===== config.mk =====
export PLATFORM = sky130hd
export DESIGN_NAME = add_share_arb
export DESIGN_NICKNAME = d
export VERILOG_FILES = /design/src/rtl/add_share_pkg.sv /design/src/rtl/add_share_arb_rr_arb2.sv /design/src/rtl/add_share_arb.sv
export SDC_FILE = /design/constraint.sdc
export NUM_CORES = 1
export LEC_CHECK = 0
export BUFFER_PORTS_ARGS = -buffer_cell sky130_fd_sc_hd__buf_2
export CAP_MARGIN = 25
export CORE_MARGIN = 1.5
export CORE_UTILIZATION = 40
export DETAILED_ROUTE_END_ITERATION = 12
export HOLD_SLACK_MARGIN = 0.03
export PLACE_DENSITY = 0.67
export SLEW_MARGIN = 15
export SYNTH_ARGS = -nofsm -noshare
export SYNTH_HDL_FRONTEND = slang
export SYNTH_SLANG_ARGS = --single-unit

===== constraint.sdc =====
create_clock -name clk -period 7.7 [get_ports clk]
set_input_delay 0.385 -clock clk [delete_from_list [all_inputs] [get_ports clk]]
set_output_delay 0.385 -clock clk [all_outputs]
set_load 0.01 [all_outputs]

===== src/rtl/add_share_pkg.sv =====
// Shared types and constants for the two-requester shared-adder arbiter.
// Latency: n/a (types and constants only).
// Backpressure: n/a.
package add_share_pkg;

  localparam int DEFAULT_WIDTH = 32;

  // Requester index: 0 or 1.
  typedef logic req_id_t;

  typedef enum logic {
    EMPTY = 1'b0,
    FULL  = 1'b1
  } state_t;

  // last_grant out of reset; set to 1 so requester 0 wins the first contention.
  localparam req_id_t RESET_LAST_GRANT = 1'b1;

endpackage


===== src/rtl/add_share_arb_rr_arb2.sv =====
// rr_arb2: two-way round-robin arbiter producing a one-hot grant.
// Latency: purely combinational, zero cycles.
// Backpressure: enable low (result register cannot take a new result) forces grant to zero.
// Ports: valid[1:0] request pair, last_grant previous winner, enable accept window,
//        grant[1:0] one-hot winner (all zero when disabled or idle).
module rr_arb2 (
  input  logic       enable,
  input  logic [1:0] valid,
  input  logic       last_grant,
  output logic [1:0] grant
);

  always_comb begin
    grant = 2'b00;
    if (enable) begin
      case (valid)
        2'b01:   grant = 2'b01;
        2'b10:   grant = 2'b10;
        // Contention: the requester that did not win last time gets it.
        2'b11:   grant = last_grant ? 2'b01 : 2'b10;
        default: grant = 2'b00;
      endcase
    end
  end

endmodule


===== src/rtl/add_share_arb.sv =====
// add_share_arb: round-robin share of one WIDTH-bit adder between two requesters.
// Latency: operands accepted at edge N appear on resp_* in cycle N+1; one result per cycle sustained.
// Backpressure: resp_ready low with a result pending holds resp_* and drops both req readies.
// Ports: clk, reset (sync, active-high); reqN_valid/reqN_a/reqN_b in, reqN_ready out (N=0,1);
//        resp_valid/resp_id/resp_sum/resp_carry out, resp_ready in.
// Optional: define ADD_SHARE_SIGNED_OVF_EN to add resp_sovf (two's-complement signed overflow).
module add_share_arb
  import add_share_pkg::*;
#(
  parameter int WIDTH = DEFAULT_WIDTH
) (
  input  logic             clk,
  input  logic             reset,
  input  logic             req0_valid,
  input  logic [WIDTH-1:0] req0_a,
  input  logic [WIDTH-1:0] req0_b,
  output logic             req0_ready,
  input  logic             req1_valid,
  input  logic [WIDTH-1:0] req1_a,
  input  logic [WIDTH-1:0] req1_b,
  output logic             req1_ready,
  output logic             resp_valid,
  output logic             resp_id,
  output logic [WIDTH-1:0] resp_sum,
  output logic             resp_carry,
`ifdef ADD_SHARE_SIGNED_OVF_EN
  output logic             resp_sovf,
`endif
  input  logic             resp_ready
);

  state_t     state;
  req_id_t    last_grant;
  logic       can_accept;
  logic [1:0] grant;
  req_id_t    win_id;
  logic [WIDTH-1:0] op_a;
  logic [WIDTH-1:0] op_b;
  logic [WIDTH:0]   sum_full;

  // A full register that is draining this cycle can be refilled in the same cycle.
  assign can_accept = (state == EMPTY) | (resp_ready & resp_valid);

  rr_arb2 u_arb (
    .enable     (can_accept),
    .valid      ({req1_valid, req0_valid}),
    .last_grant (last_grant),
    .grant      (grant)
  );

  assign req0_ready = grant[0];
  assign req1_ready = grant[1];
  assign win_id     = grant[1];

  // Operand mux feeding the single shared adder.
  assign op_a     = grant[1] ? req1_a : req0_a;
  assign op_b     = grant[1] ? req1_b : req0_b;
  assign sum_full = {1'b0, op_a} + {1'b0, op_b};

  always_ff @(posedge clk) begin
    if (reset) begin
      state      <= EMPTY;
      last_grant <= RESET_LAST_GRANT;
      resp_valid <= 1'b0;
      resp_id    <= 1'b0;
      resp_sum   <= '0;
      resp_carry <= 1'b0;
`ifdef ADD_SHARE_SIGNED_OVF_EN
      resp_sovf  <= 1'b0;
`endif
    end else if (|grant) begin
      state      <= FULL;
      last_grant <= win_id;
      resp_valid <= 1'b1;
      resp_id    <= win_id;
      resp_sum   <= sum_full[WIDTH-1:0];
      resp_carry <= sum_full[WIDTH];
`ifdef ADD_SHARE_SIGNED_OVF_EN
      // Like-signed operands whose sum has flipped sign.
      resp_sovf  <= (op_a[WIDTH-1] == op_b[WIDTH-1]) &&
                    (sum_full[WIDTH-1] != op_a[WIDTH-1]);
`endif
    end else if ((state == FULL) && resp_ready) begin
      // Drained with nothing to refill; data fields keep their last value.
      state      <= EMPTY;
      resp_valid <= 1'b0;
    end
  end

endmodule


==> results.md <==
- Final min period: ~3.6 ns
- Initial antenna violation count: 2
- Largest net degree at the start of global routing: 67
- Synth Flop Type: dfxtp_1
- Fillers: 1,020
- Clk slew on worst S/H paths: ~0.080 ns
- Design Area, Final: about 0.0049 mm2
- Crit path cell chain: nand2b_1 > nand3_2 > inv_2 > buf_12 > nand2_1 > nand2_1 > ha_1 > fa_1 > a211oi_2 > o21bai_4 > nor2_2 > o41ai_4 > a31oi_1 > a2111o_1 > or3_1 > a21oi_2
- FFs w/ async S/R, synth: 0%
- Die X: 101 um
- Fin. Hold Viols: 0
- Synthesized area: just under 0.004 mm2
- Die Area: roughly 0.010 mm2
- CTS tree: yes
- Clock Root Buffer: clkbuf_8
- WP data arrival: between 3 and 4 ns
- Routed Antenna Nets: 0
- Drt pass-1 iters: 5
- Cell mode on critical path: nand2_1
- Area leader, netlist: nand2_1
- Maxcap violations: 0
- Number of synthesized register bits: 36
- CP max stage delay: around 0.44 ns
- Core area: roughly 0.0093 mm2
- CP Buf/Inv Count: 2
- H-tree levels: 2
- Post-CTS Setup Bufs: 0
- Critical Path RT: just under 8 ns
- Worst-Margin Slew: ~0.69 ns
- Fmax: between 200 and 300 MHz
- Final GP Congestion: approximately 0.9
- Area growth syn-to-layout: 26.9%
- Vias in the first global route: roughly 4,400
- Dpl hpwl: approximately 9500 um
- Placed instance area: between 0.004 and 0.005 mm2
- All-Layer GR Usage: 23.5%
- Post-CTS resize count: 0
- Fin nets: approximately 900
- Initial core utilization: between 40% and 50%
- Vias: 4,632
- WL/cell: approximately 14 um
- CTS sink cnt: 36
- Global-route wire length before repair: 19,500 um
- Worst skew pair latency: roughly 0.29 ns
- Number of flops mapped to enable cells by yosys: 0
- Area contributors post-synth: nand2_1 25%, dfxtp_1 19%, ha_1 10%
- Post-CTS Hold Buffers: 0
- Clock Tree Buf Depth: 2
- Ports: 170
- Setup Viol. Count Final: 0
- Storage element area: 721 um2
- Cell Pwr Density: 180 mW/mm2
- Cell family with most CP delay: compound AO/OA/AOI/OAI gates
- Port bufs: roughly 170
- Distinct cells, synth: 57
- First DRT Iteration DRCs: about 250
- Finished Core Util: between 50% and 60%
- Element type at the critical path end: flip-flop
- Drt drc: 0
- LEAKAGE: 2.63 nW
- Min-delay worst type: reg2reg
- R2R Setup Slk: between 4 and 5 ns
- Dpl ws: 3.61 ns
- Post-route setup TNS: 0 ns
- GRT overflow: 0
- Num CTS Buffers: 5
- Peak VDD IR: between 70 and 80 uV
- Final worst-path cycle share: between 40 and 50%
- Clock skew: slightly above 0.005 ns
- Cells after synthesis: a little over 600
- Share of post-route cells with drive strength above 1: about a quarter
- Die extent in y: about 100 um
- Status: complete, no violations
- Multi-input logic area: just under 0.003 mm2
- Finished Layout Cells: 890
- Setup CP Type: reg2reg
- Final setup margin: 4.05 ns
- Highest net fanout along the worst path: 42
- Total wire length: ~12,000 um
- Synth Net Count: 777
- Final Max Slew Viols: 0
- CP max stage cell: a2111o_1
- Sequential share of the synthesized area: around a fifth
- Num rows: 35
- Placed Cells: between 800 and 900
- Via density: approximately 5.2
- Slew HR: a little over half
- Critical path startpoint category: flip-flop
- Syn_area_per_cell: 6.30 um2
- Ys Warns: 0
- Post-synth top area share: between 20% and 30%
- Hold slack final: between 0.4 and 0.5 ns
- RSZ-0062 raised after global routing: no
- Total power draw: approximately 0.9 mW
registers in the layout (all words and copies together) (netlist names):
register and flops:
last_grant 1, resp_carry 1, resp_id 1, resp_sum 32
state 1
cells in the mapped netlist (all sizes together) (5+ instances only):
cell type  number
a21oi          51
clkbuf         25
o21ai          20
and3            6
inv            10
nand2         253
nor2           17
a211oi          6
a21o           18
ha             32
o211ai          8
o21a            9
nor2b           5
xnor2          14
nand3          18
dfxtp          36
buf             8
nor3           11
and2            5
xor2            5
nand4           6
final timing paths:
kind,start,endpoint,depth (start not counted)
setup / recovery,state,resp_carry,16
hold / removal,resp_sum[21],resp_sum[21],2
setup reg to reg,state,resp_carry,16
hold reg to reg,resp_sum[21],resp_sum[21],2
cell usage in the layout, fill, tap and decap left out, types with 9 or more instances in the layout:
cell / instances
nor3_1: 11
a21oi_1: 50
nand2_1: 253
nand3_1: 17
dfxtp_1: 36
o21ai_0: 14
a21o_1: 18
xnor2_1: 14
ha_1: 32
nor2_1: 16
buf_2: 169
inv_1: 9
o21a_1: 9
area by class of cell:
cell class / count / share of cell area [%]
repair buffers: 173 / 18.3
multi-input cells: 532 / 60.9
clock inverters: 2 / 0.205
inverters: 10 / 0.768
clock buffers: 6 / 1.69
well taps: 129 / 3.30
diodes: 2 / 0.102
flip-flops and latches: 36 / 14.8
worst reg2reg max path, delay by kind of cell, from the launching register on:
kind | cells | cell delay [ns]
AO/OA/AOI/OAI | 6 | 1.30
AND/OR/NAND/NOR | 6 | 0.93
buffers and inverters | 2 | 0.60
adder cells (fa/ha/maj) | 2 | 0.45
flip-flops | 1 | 0.31
routing by layer:
layer | GRT usage [%] | vias to the layer above | routed length (um)
li1 | - | 2387 | -
met1 | 29.8 | 2099 | 5650
met2 | 41.6 | 136 | 5770
met3 | 4.58 | 10 | 702
met4 | 4.17 | 0 | 83
met5 | 0 | - | 0
cell families (layout without fill, tap and decap cells):
kind of cell / count (synthesis) / after routing / share of synthesized area (%)
XOR/XNOR: 19 / 19 / 4.32
adder cells (fa/ha/maj): 33 / 33 / 10.9
buffers and inverters: 43 / 191 / 4.22
AO/OA/AOI/OAI: 142 / 142 / 25.0
flip-flops: 36 / 36 / 18.7
other: 0 / 2 / 0
multiplexers: 1 / 1 / 0.260
AND/OR/NAND/NOR: 337 / 337 / 36.6
power by group:
part           switching [mW]  internal [mW]
Clock                  0.0748         0.0716
Combinational           0.285          0.210
Sequential             0.0190          0.220
No activity file was read; power rests on OpenSTA's default activity.
